## src/rtl/ltc2308_ctrl.sv

```systemverilog
// ---------------------------------------------------------------------------
// ltc2308_ctrl
//
// Transaction controller for an LTC2308 12-bit SAR ADC. One accepted start
// request produces one complete conversion cycle:
//   CONVST    : pulse adc_convst high to begin the conversion
//   CONV_WAIT : hold the bus quiet while the ADC converts; adc_sdi already
//               carries the first config bit
//   SHIFT     : 12 SCK periods. Config bits are shifted out on adc_sdi and
//               result bits are shifted in from adc_sdo, MSB first.
//   DONE      : publish the result on data and pulse done for one cycle
//
// Every output is a flop. The combinational block computes the value each
// output should take for the current state, and the flops present it one
// cycle later. Because all outputs share that one-cycle lag, SCK and SDI stay
// phase-aligned with each other and with adc_convst.
//
// Parameters
//   CONVST_CYCLES : adc_convst high time in clk cycles (>= 1)
//   CONV_CYCLES   : conversion wait before the first SCK, in clk cycles (>= 1)
//   SCK_HALF      : SCK half-period in clk cycles (>= 1)
//
// Ports
//   clk        in   1   single clock, rising edge
//   reset      in   1   synchronous, active-high reset
//   start      in   1   conversion request, only honoured in IDLE
//   cfg        in   6   {S/D, O/S, S1, S0, UNI, SLP}, latched on acceptance
//   busy       out  1   transaction in progress
//   done       out  1   one-cycle pulse when data is updated
//   data       out  12  last completed conversion result
//   adc_convst out  1   ADC conversion start
//   adc_sck    out  1   ADC serial clock
//   adc_sdi    out  1   config bits to the ADC
//   adc_sdo    in   1   result bits from the ADC
// ---------------------------------------------------------------------------
module ltc2308_ctrl #(
    parameter int CONVST_CYCLES = 4,
    parameter int CONV_CYCLES   = 80,
    parameter int SCK_HALF      = 2
) (
    input  logic        clk,
    input  logic        reset,
    input  logic        start,
    input  logic [5:0]  cfg,
    output logic        busy,
    output logic        done,
    output logic [11:0] data,
    output logic        adc_convst,
    output logic        adc_sck,
    output logic        adc_sdi,
    input  logic        adc_sdo
);

    // One shared cycle counter covers the CONVST, CONV_WAIT and half-period
    // timing, so it is sized for the largest of the three intervals.
    localparam int MAX_AB = (CONVST_CYCLES > CONV_CYCLES) ? CONVST_CYCLES : CONV_CYCLES;
    localparam int MAX_CNT = (MAX_AB > SCK_HALF) ? MAX_AB : SCK_HALF;
    localparam int CW = (MAX_CNT > 1) ? $clog2(MAX_CNT) : 1;

    localparam logic [CW-1:0] CONVST_LAST = CW'(CONVST_CYCLES - 1);
    localparam logic [CW-1:0] CONV_LAST   = CW'(CONV_CYCLES - 1);
    localparam logic [CW-1:0] HALF_LAST   = CW'(SCK_HALF - 1);
    localparam logic [CW-1:0] CNT_ZERO    = '0;
    localparam logic [CW-1:0] CNT_ONE     = CW'(1);
    localparam logic [3:0]    BIT_LAST    = 4'd11;

    typedef enum logic [2:0] {
        S_IDLE      = 3'd0,
        S_CONVST    = 3'd1,
        S_CONV_WAIT = 3'd2,
        S_SHIFT     = 3'd3,
        S_DONE      = 3'd4
    } state_t;

    // Config bit presented during SCK period idx+1. The first six periods carry
    // cfg[5] down to cfg[0]; the remaining periods carry 0.
    function automatic logic cfg_bit(input logic [5:0] c, input logic [3:0] idx);
        logic b;
        case (idx)
            4'd0:    b = c[5];
            4'd1:    b = c[4];
            4'd2:    b = c[3];
            4'd3:    b = c[2];
            4'd4:    b = c[1];
            4'd5:    b = c[0];
            default: b = 1'b0;
        endcase
        return b;
    endfunction

    // State and datapath registers
    state_t          state_r;
    logic [CW-1:0]   cnt_r;
    logic            phase_r;     // 0 = SCK low half, 1 = SCK high half
    logic [3:0]      bit_r;       // current SCK period, 0..11
    logic [5:0]      cfg_r;
    logic [11:0]     shift_r;
    logic [11:0]     data_r;
    logic            busy_r;
    logic            done_r;
    logic            convst_r;
    logic            sck_r;
    logic            sdi_r;

    // Next-state and next-output values
    state_t          state_s;
    logic [CW-1:0]   cnt_s;
    logic            phase_s;
    logic [3:0]      bit_s;
    logic            accept_s;
    logic            busy_s;
    logic            done_s;
    logic            convst_s;
    logic            sck_s;
    logic            sdi_s;
    logic            sample_s;

    // Next-state logic: sequencing of states, cycle counter, SCK phase and bit count
    always_comb begin
        state_s  = state_r;
        cnt_s    = cnt_r;
        phase_s  = phase_r;
        bit_s    = bit_r;
        accept_s = 1'b0;
        case (state_r)
            S_IDLE: begin
                if (start) begin
                    accept_s = 1'b1;
                    state_s  = S_CONVST;
                    cnt_s    = CNT_ZERO;
                end else begin
                    state_s  = S_IDLE;
                end
            end
            S_CONVST: begin
                if (cnt_r == CONVST_LAST) begin
                    state_s = S_CONV_WAIT;
                    cnt_s   = CNT_ZERO;
                end else begin
                    cnt_s   = cnt_r + CNT_ONE;
                end
            end
            S_CONV_WAIT: begin
                if (cnt_r == CONV_LAST) begin
                    state_s = S_SHIFT;
                    cnt_s   = CNT_ZERO;
                    phase_s = 1'b0;
                    bit_s   = 4'd0;
                end else begin
                    cnt_s   = cnt_r + CNT_ONE;
                end
            end
            S_SHIFT: begin
                if (cnt_r == HALF_LAST) begin
                    cnt_s = CNT_ZERO;
                    if (!phase_r) begin
                        phase_s = 1'b1;
                    end else begin
                        phase_s = 1'b0;
                        // The bit counter stops at 11; leaving SHIFT ends the frame.
                        if (bit_r == BIT_LAST) begin
                            state_s = S_DONE;
                        end else begin
                            bit_s = bit_r + 4'd1;
                        end
                    end
                end else begin
                    cnt_s = cnt_r + CNT_ONE;
                end
            end
            S_DONE: begin
                state_s = S_IDLE;
                cnt_s   = CNT_ZERO;
                phase_s = 1'b0;
                bit_s   = 4'd0;
            end
            default: begin
                state_s = S_IDLE;
                cnt_s   = CNT_ZERO;
                phase_s = 1'b0;
                bit_s   = 4'd0;
            end
        endcase
    end

    // Output decode: the value each output flop takes for the current state
    always_comb begin
        convst_s = 1'b0;
        sck_s    = 1'b0;
        sdi_s    = 1'b0;
        done_s   = 1'b0;
        case (state_r)
            S_CONVST: begin
                convst_s = 1'b1;
            end
            S_CONV_WAIT: begin
                sdi_s = cfg_r[5];
            end
            S_SHIFT: begin
                sck_s = phase_r;
                sdi_s = cfg_bit(cfg_r, bit_r);
            end
            S_DONE: begin
                done_s = 1'b1;
            end
            default: begin
                convst_s = 1'b0;
            end
        endcase
        // busy rises on the accepting edge and falls only when the FSM settles
        // back in IDLE, so it overlaps the done pulse.
        busy_s = accept_s | (state_r != S_IDLE);
        // The edge that drives adc_sck 0->1 is also the edge that samples adc_sdo.
        sample_s = sck_s & ~sck_r;
    end

    // State, datapath and registered outputs, with synchronous reset
    always_ff @(posedge clk) begin
        if (reset) begin
            state_r  <= S_IDLE;
            cnt_r    <= CNT_ZERO;
            phase_r  <= 1'b0;
            bit_r    <= 4'd0;
            cfg_r    <= 6'd0;
            shift_r  <= 12'd0;
            data_r   <= 12'd0;
            busy_r   <= 1'b0;
            done_r   <= 1'b0;
            convst_r <= 1'b0;
            sck_r    <= 1'b0;
            sdi_r    <= 1'b0;
        end else begin
            state_r  <= state_s;
            cnt_r    <= cnt_s;
            phase_r  <= phase_s;
            bit_r    <= bit_s;
            busy_r   <= busy_s;
            done_r   <= done_s;
            convst_r <= convst_s;
            sck_r    <= sck_s;
            sdi_r    <= sdi_s;
            if (accept_s) begin
                cfg_r <= cfg;
            end
            if (sample_s) begin
                shift_r <= {shift_r[10:0], adc_sdo};
            end
            if (state_r == S_DONE) begin
                data_r <= shift_r;
            end
        end
    end

    assign busy       = busy_r;
    assign done       = done_r;
    assign data       = data_r;
    assign adc_convst = convst_r;
    assign adc_sck    = sck_r;
    assign adc_sdi    = sdi_r;

endmodule
```

## config.mk

```make
export PLATFORM = sky130hd
export DESIGN_NAME = ltc2308_ctrl
export DESIGN_NICKNAME = d
export VERILOG_FILES = /design/src/rtl/ltc2308_ctrl.sv
export SDC_FILE = /design/constraint.sdc
export NUM_CORES = 1
export LEC_CHECK = 0
export ABC_AREA = 1
export CAP_MARGIN = 20
export CELL_PAD_IN_SITES_DETAIL_PLACEMENT = 0
export CELL_PAD_IN_SITES_GLOBAL_PLACEMENT = 1
export CORE_MARGIN = 2
export CORE_UTILIZATION = 25
export CTS_CLUSTER_DIAMETER = 100
export CTS_CLUSTER_SIZE = 10
export DETAILED_ROUTE_END_ITERATION = 8
export GPL_TIMING_DRIVEN = 0
export PLACE_DENSITY = 0.58
export RECOVER_POWER = 100
export SYNTH_ARGS = -nofsm -noshare
export SYNTH_HDL_FRONTEND = slang
export SYNTH_SLANG_ARGS = --single-unit
```

## constraint.sdc

```tcl
create_clock -name clk -period 1.6 [get_ports clk]
set_input_delay 0.48 -clock clk [delete_from_list [all_inputs] [get_ports clk]]
set_output_delay 0.48 -clock clk [all_outputs]
set_load 0.02 [all_outputs]
```

==> results of run 1 <==
## flip-flops by register name (all words and copies together) (netlist names)
register    flops
adc_convst      1
adc_sck         1
adc_sdi         1
bit_r           4
busy            1
cfg_r           6
cnt_r           7
data           12
done            1
phase_r         1
shift_r        12
state_r         3
## layout make-up
cell class	instances	share of cell area [%]
multi-input combinational	195	37.4
sequential	50	37.4
timing repair buffer	31	10.0
tap	105	4.85
inverter	31	4.39
clock buffer	5	2.54
buffer	9	1.76
clock inverter	3	1.62
## Yosys cell counts, drive strengths merged
library cell	instances
o21ai	43
xnor2	1
a22oi	1
xor2	2
buf	4
nand2	30
o21bai	2
nand4	2
ha	6
nor2	73
nand3	10
nand3b	1
nor3	9
clkbuf	6
a21oi	14
dfxtp	50
o2111ai	1
inv	31
## through the flow
stage | cell area, µm² | setup slack (ns) | hold slack (ns)
final | 2710 | 0.128 | 0.456
after detailed placement | 2520 | -0.569 | 0.442
after floorplan | 2130 | 0.172 | 0.424
after global placement | 2520 | -0.617 | 0.440
after global routing | 2710 | -0.00936 | 0.476
after CTS | 2630 | 0.000570 | 0.457
## power breakdown
group	internal, µW	switching (µW)	leakage [µW]
combinational	418	722	0.000697
clock	470	447	0.0000585
sequential	1430	129	0.000408
total	2320	1300	0.00116
## worst reg2reg max path, cell delays in order, from the launching register on
cell,delay (ns)
dfxtp_4,0.39
ha_4,0.17
nand3_4,0.10
o21ai_4,0.20
nand4_1,0.25
a21oi_1,0.20
nor2_1,0.06
## worst max-delay path by stage
| stage | from | end | slack [ns] | cells past startpoint |
|---|---|---|---|---|
| after floorplan | cnt_r[0] | state_r[0] | 0.17 | 8 |
| after global placement | reset | shift_r[4] | -0.62 | 6 |
| after detailed placement | reset | shift_r[5] | -0.57 | 6 |
| after CTS | bit_r[0] | bit_r[0] | 0.0006 | 7 |
| after global routing | cnt_r[1] | bit_r[3] | -0.009 | 8 |
| final | data[3] | data[3] | 0.13 | 1 |
## timing repair
| action | CTS | global route |
|---|---|---|
| pin swaps | 2 | 7 |
| buffers inserted | 1 | 4 |
| gates resized for setup | 23 | 16 |
| setup endpoints to repair | 39 | 17 |
## logic make-up after synthesis
logic type	synth area share [%]
flip-flops	47.0
XOR/XNOR	1.23
buffers and inverters	7.64
adder cells (fa/ha/maj)	3.53
AND/OR/NAND/NOR	25.3
AO/OA/AOI/OAI	15.2
## layer usage
metal / routed length, µm / share of wire, % / GRT usage, % / vias to the layer above
li1: - / - / - / 989
met2: 2180 / 44 / 18.2 / 24
met1: 2540 / 52 / 16.5 / 818
met3: 144 / 2.9 / 2.35 / 4
met5: 0 / 0 / 0 / -
met4: 53 / 1.1 / 3.93 / 0
==> key figures, run 1 <==
Worst setup path
  – Critical path arrival: 0.99 ns
  – Worst setup path class: flop to output pin
  – FF-to-FF setup slack: 0.13 ns
  – Slowest cell on crit path: dfxtp_1
  – Worst Setup End Kind: output pin
  – Critical path cell sequence: dlygate4sd2_1
  – Largest fanout on the critical path: 2
  – Crit-path leading delay family: flip-flops
  – Crit path largest cell delay: 0.35 ns
  – Worst reg2reg startpoint: cnt_r[0]
  – CP Launch Type: flop
  – CP required: 1.12 ns
  – Worst r2r dst: bit_r[0]
  – Reg2reg path depth: 6
  – Crit path buf inv count: 1

Yosys
  – Yosys reg bits: 50
  – Syn Area/Cell: 7.44 µm²
  – Top post-synthesis cells by area: dfxtp_1, nor2_1, o21ai_0
  – Netlist Area Pre-Place: 2130 µm²
  – Top cell type's share of synthesized area: 47.0%
  – Yosys cell types: 27
  – Post-Syn Nets: 302
  – Seq/Total Area, Yosys: 47.0%
  – Gate Count Post-Synth: 286
  – Top cell type by total area after synthesis: dfxtp_1
  – Synth Warn #: 0

GRT
  – GRT Util Overall: 11.9%
  – Vias in the first global route: 1,735
  – Initial antenna violation count: 0
  – Largest net degree at the start of global routing: 20
  – Global-route wire length before repair: 8.42 mm
  – GRT overflow: 0

STA
  – Setup TNS: 0 ns
  – Slew headroom: 61.6%
  – Least-Margin Pin Slew: 0.576 ns
  – Fin. Hold Viols: 0
  – Fmax: 0.679 GHz
  – Setup violators final: 0
  – Tcrit/Tclk final: 92.0%
  – Slew Limit Fails: 0
  – Worst clock skew: 0.00742 ns
  – Minimum clock period after layout: 1.47 ns
  – RSZ-0062 raised after global routing: yes

Power and ir drop
  – Worst vdd ir: 0.000429 V
  – Overall Power: 3620 µW
  – Leak pwr: 0.00116 µW
  – P per Cell Area: 1340 nW/µm²

Floorplanning
  – Row cnt: 33
  – Initial Utilization: 25.9%
  – Die Height: 96.3 µm
  – Die ar.: 9270 µm²
  – IO Pins: 27
  – Die X: 96.3 µm
  – CORE AREA: 8220 µm²

Routing
  – Initial drt markers: 77
  – DRC violations left: 0
  – DRT antenna net count: 0
  – DR pass1 iterations: 4
  – Post-Route WL: 4.92 mm
  – Via/cell ratio: 4.28
  – Routed vias: 1,835
  – Routed len/inst: 11.5 µm

Worst hold path
  – Worst Hold Depth: 2
  – Path type of the worst min-delay path: flop to flop
  – Hold Startpoint: cfg_r[3]
  – Hold path endpoint: cfg_r[3]

Clock network
  – Clock Tree Root: clkbuf_8
  – Clock slew at reported path FFs: 0.10 ns
  – CTS tree: done
  – Worst-case clock buffer depth: 2
  – H-tree lvl count: 2
  – CTS Sinks: 50
  – Inserted Clock Buffers: 5
  – Worst-Skew Late Latency: 0.30 ns
  – CTS Hold Bufs: 0

Outcome
  – Outcome: complete, no violations

Placed design
  – PortBufs: 26
  – Hpwl dp: 3.54 mm
  – Placed Cells incl. Taps: 417
  – Routability cong.: 0.720

Layout
  – Ant diodes: 0
  – Storage element area: 1010 µm²
  – Fraction of layout cells with a size suffix above 1: 13.3%
  – Post-Layout Cell Count: 429
  – Footprint of the multi-input gates: 1010 µm²
  – P&R area growth vs syn: 27.2%
  – Commonest non-fill, non-tap cell in the layout: nor2_1
  – Most frequent cells in the layout: nor2_1, dfxtp_1, o21ai_0, nand2_1, inv_1
  – Filler instances: 889
  – Final core utilization: 32.9%
  – Total Nets Final: 339

Job
  – Max Cap Viol: 0
No activity file was read; power rests on OpenSTA's default activity.
==> run 2: changes to the inputs <==
--- a/config.mk
+++ b/config.mk
@@ -9,8 +9,8 @@
 export CAP_MARGIN = 20
 export CELL_PAD_IN_SITES_DETAIL_PLACEMENT = 0
 export CELL_PAD_IN_SITES_GLOBAL_PLACEMENT = 1
-export CORE_MARGIN = 2
 export CORE_UTILIZATION = 25
+export CTS_BUF_LIST = sky130_fd_sc_hd__clkbuf_4 sky130_fd_sc_hd__clkbuf_8 sky130_fd_sc_hd__clkbuf_16
 export CTS_CLUSTER_DIAMETER = 100
 export CTS_CLUSTER_SIZE = 10
 export DETAILED_ROUTE_END_ITERATION = 8
==> run 2 against run 1 <==
Net effect: clock skew is 0.0052 ns lower; via count is 3.1% higher; total power is 2.5% lower; count of clock-buffer cells in the layout is 1 higher; cell count is 1.4% higher.
==> key figures, run 2 (synthesis results as in run 1) <==
Outcome
  – Outcome: complete, no violations

Layout
  – Footprint of the multi-input gates: 1030 µm²
  – P&R area growth vs syn: 29.9%
  – Commonest non-fill, non-tap cell in the layout: nor2_1
  – Total Nets Final: 345
  – Fraction of layout cells with a size suffix above 1: 16.7%
  – Filler instances: 913
  – Most frequent cells in the layout: nor2_1, dfxtp_1, o21ai_0, nand2_1, inv_1
  – Design Area, Final: 2770 µm²
  – Storage element area: 1010 µm²
  – Post-Layout Cell Count: 435
  – Ant diodes: 0

Floorplanning
  – Die X: 94.3 µm
  – Row cnt: 33
  – IO Pins: 27
  – Die Height: 94.3 µm
  – Die ar.: 8890 µm²
  – CORE AREA: 8220 µm²
  – Initial Utilization: 25.9%

Placed design
  – Hpwl dp: 3.50 mm
  – PortBufs: 26
  – Routability cong.: 0.739
  – Placed Cells incl. Taps: 417
  – DP Area: 2520 µm²

Routing
  – Routed len/inst: 11.5 µm
  – Initial drt markers: 63
  – Via/cell ratio: 4.35
  – Routed vias: 1,891
  – DRC violations left: 0
  – DR pass1 iterations: 4
  – Post-Route WL: 4.99 mm
  – DRT antenna net count: 0

Clock network
  – Clock slew at reported path FFs: 0.09 ns
  – CTS Sinks: 50
  – H-tree lvl count: 2
  – Worst-case clock buffer depth: 2
  – CTS tree: done
  – Worst-Skew Late Latency: 0.30 ns
  – Clock Tree Root: clkbuf_8
  – CTS Hold Bufs: 0
  – Inserted Clock Buffers: 5

STA
  – Tcrit/Tclk final: 95.2%
  – Worst clock skew: 0.00226 ns
  – Fmax: 0.657 GHz
  – Slew Limit Fails: 0
  – Setup violators final: 0
  – Setup TNS: 0 ns
  – RSZ-0062 raised after global routing: yes
  – Least-Margin Pin Slew: 0.558 ns
  – Fin. Hold Viols: 0
  – Slew headroom: 62.8%
  – Minimum clock period after layout: 1.52 ns

Power and ir drop
  – Worst vdd ir: 0.000330 V
  – P per Cell Area: 1280 nW/µm²
  – Leak pwr: 0.00118 µW

Worst setup path
  – Worst Setup End Kind: output pin
  – CP required: 1.12 ns
  – Critical path arrival: 1.04 ns
  – Critical path cell sequence: clkdlybuf4s15_1
  – CP Launch Type: flop
  – Crit-path leading delay family: flip-flops
  – Crit path largest cell delay: 0.42 ns
  – Worst setup path class: flop to output pin
  – Slowest cell on crit path: dfxtp_1
  – Largest fanout on the critical path: 2
  – Crit path buf inv count: 1

Job
  – Max Cap Viol: 0

Worst hold path
  – Path type of the worst min-delay path: flop to flop

GRT
  – GRT overflow: 0
  – GRT Util Overall: 12.5%
  – Vias in the first global route: 1,812
  – Initial antenna violation count: 0
  – Largest net degree at the start of global routing: 16
  – Global-route wire length before repair: 8.63 mm
run 2: cell count changes in the layout (fill, tap and decap cells not counted), moves of 2 or more:
cell / previous run / this run
buf_2: 2 / 0
clkbuf_2: 0 / 3
nor2_1: 69 / 64
nor2_2: 2 / 7
buf_4: 6 / 10
run 2: through the flow:
step | total power (µW) | utilization (%) | hold slack, ns | worst slack, ns
finish | 3530 | 33.7 | 0.454 | 0.0768
global route | 3820 | 33.7 | 0.468 | -0.0174
CTS | 3490 | 31.9 | 0.458 | 0.0134
detailed placement | 2660 | 30.7 | 0.440 | -0.627
global placement | 2660 | 30.7 | 0.440 | -0.601
floorplan | 2340 | - | 0.424 | 0.172
run 2: cell type report:
type,instances,area share [%]
well taps,105,4.75
clock inverters,2,0.452
repair buffers,36,11.4
plain buffers,10,2.31
flip-flops and latches,50,36.6
multi-input cells,195,37.1
inverters,31,4.39
clock buffers,6,2.99
run 2: final timing paths:
| kind | cells past startpoint | slack [ns] | end | startpoint |
|---|---|---|---|---|
| worst max-delay path | 1 | 0.08 | adc_sck | adc_sck |
| worst min-delay path | 2 | 0.45 | cfg_r[3] | cfg_r[3] |
| worst min register to register | 2 | 0.45 | cfg_r[3] | cfg_r[3] |
| worst max register to register | 9 | 0.11 | shift_r[10] | state_r[2] |
run 2: routing by layer:
| layer | vias to the layer above | part of all wire [%] | track usage, % |
|---|---|---|---|
| met4 | 0 | 1.3 | 4.62 |
| met3 | 4 | 2.9 | 2.83 |
| met5 | - | 0 | 0 |
| met1 | 869 | 52 | 16.7 |
| li1 | 996 | - | - |
| met2 | 22 | 44 | 19.6 |
run 2: timing repair:
item	CTS	global route
gates resized for setup	24	27
cloned	0	0
pin swaps	4	6
buffers inserted	2	8
hold endpoints to repair	0	0
endpoints found under the setup margin	38	29
run 2: report_power, final:
| group | internal, µW | total, µW | switching (µW) |
|---|---|---|---|
| Clock | 348 | 779 | 430 |
| Sequential | 1430 | 1570 | 135 |
| Combinational | 451 | 1180 | 729 |
| Total | 2230 | 3530 | 1290 |
==> run 3: changes to the inputs <==
--- a/config.mk
+++ b/config.mk
@@ -14,6 +14,7 @@
 export CTS_CLUSTER_DIAMETER = 100
 export CTS_CLUSTER_SIZE = 10
 export DETAILED_ROUTE_END_ITERATION = 8
+export GPL_ROUTABILITY_DRIVEN = 0
 export GPL_TIMING_DRIVEN = 0
 export PLACE_DENSITY = 0.58
 export RECOVER_POWER = 100
==> results of run 3 <==
No change in the layout: final DEF, timing and power equal those of run 2.
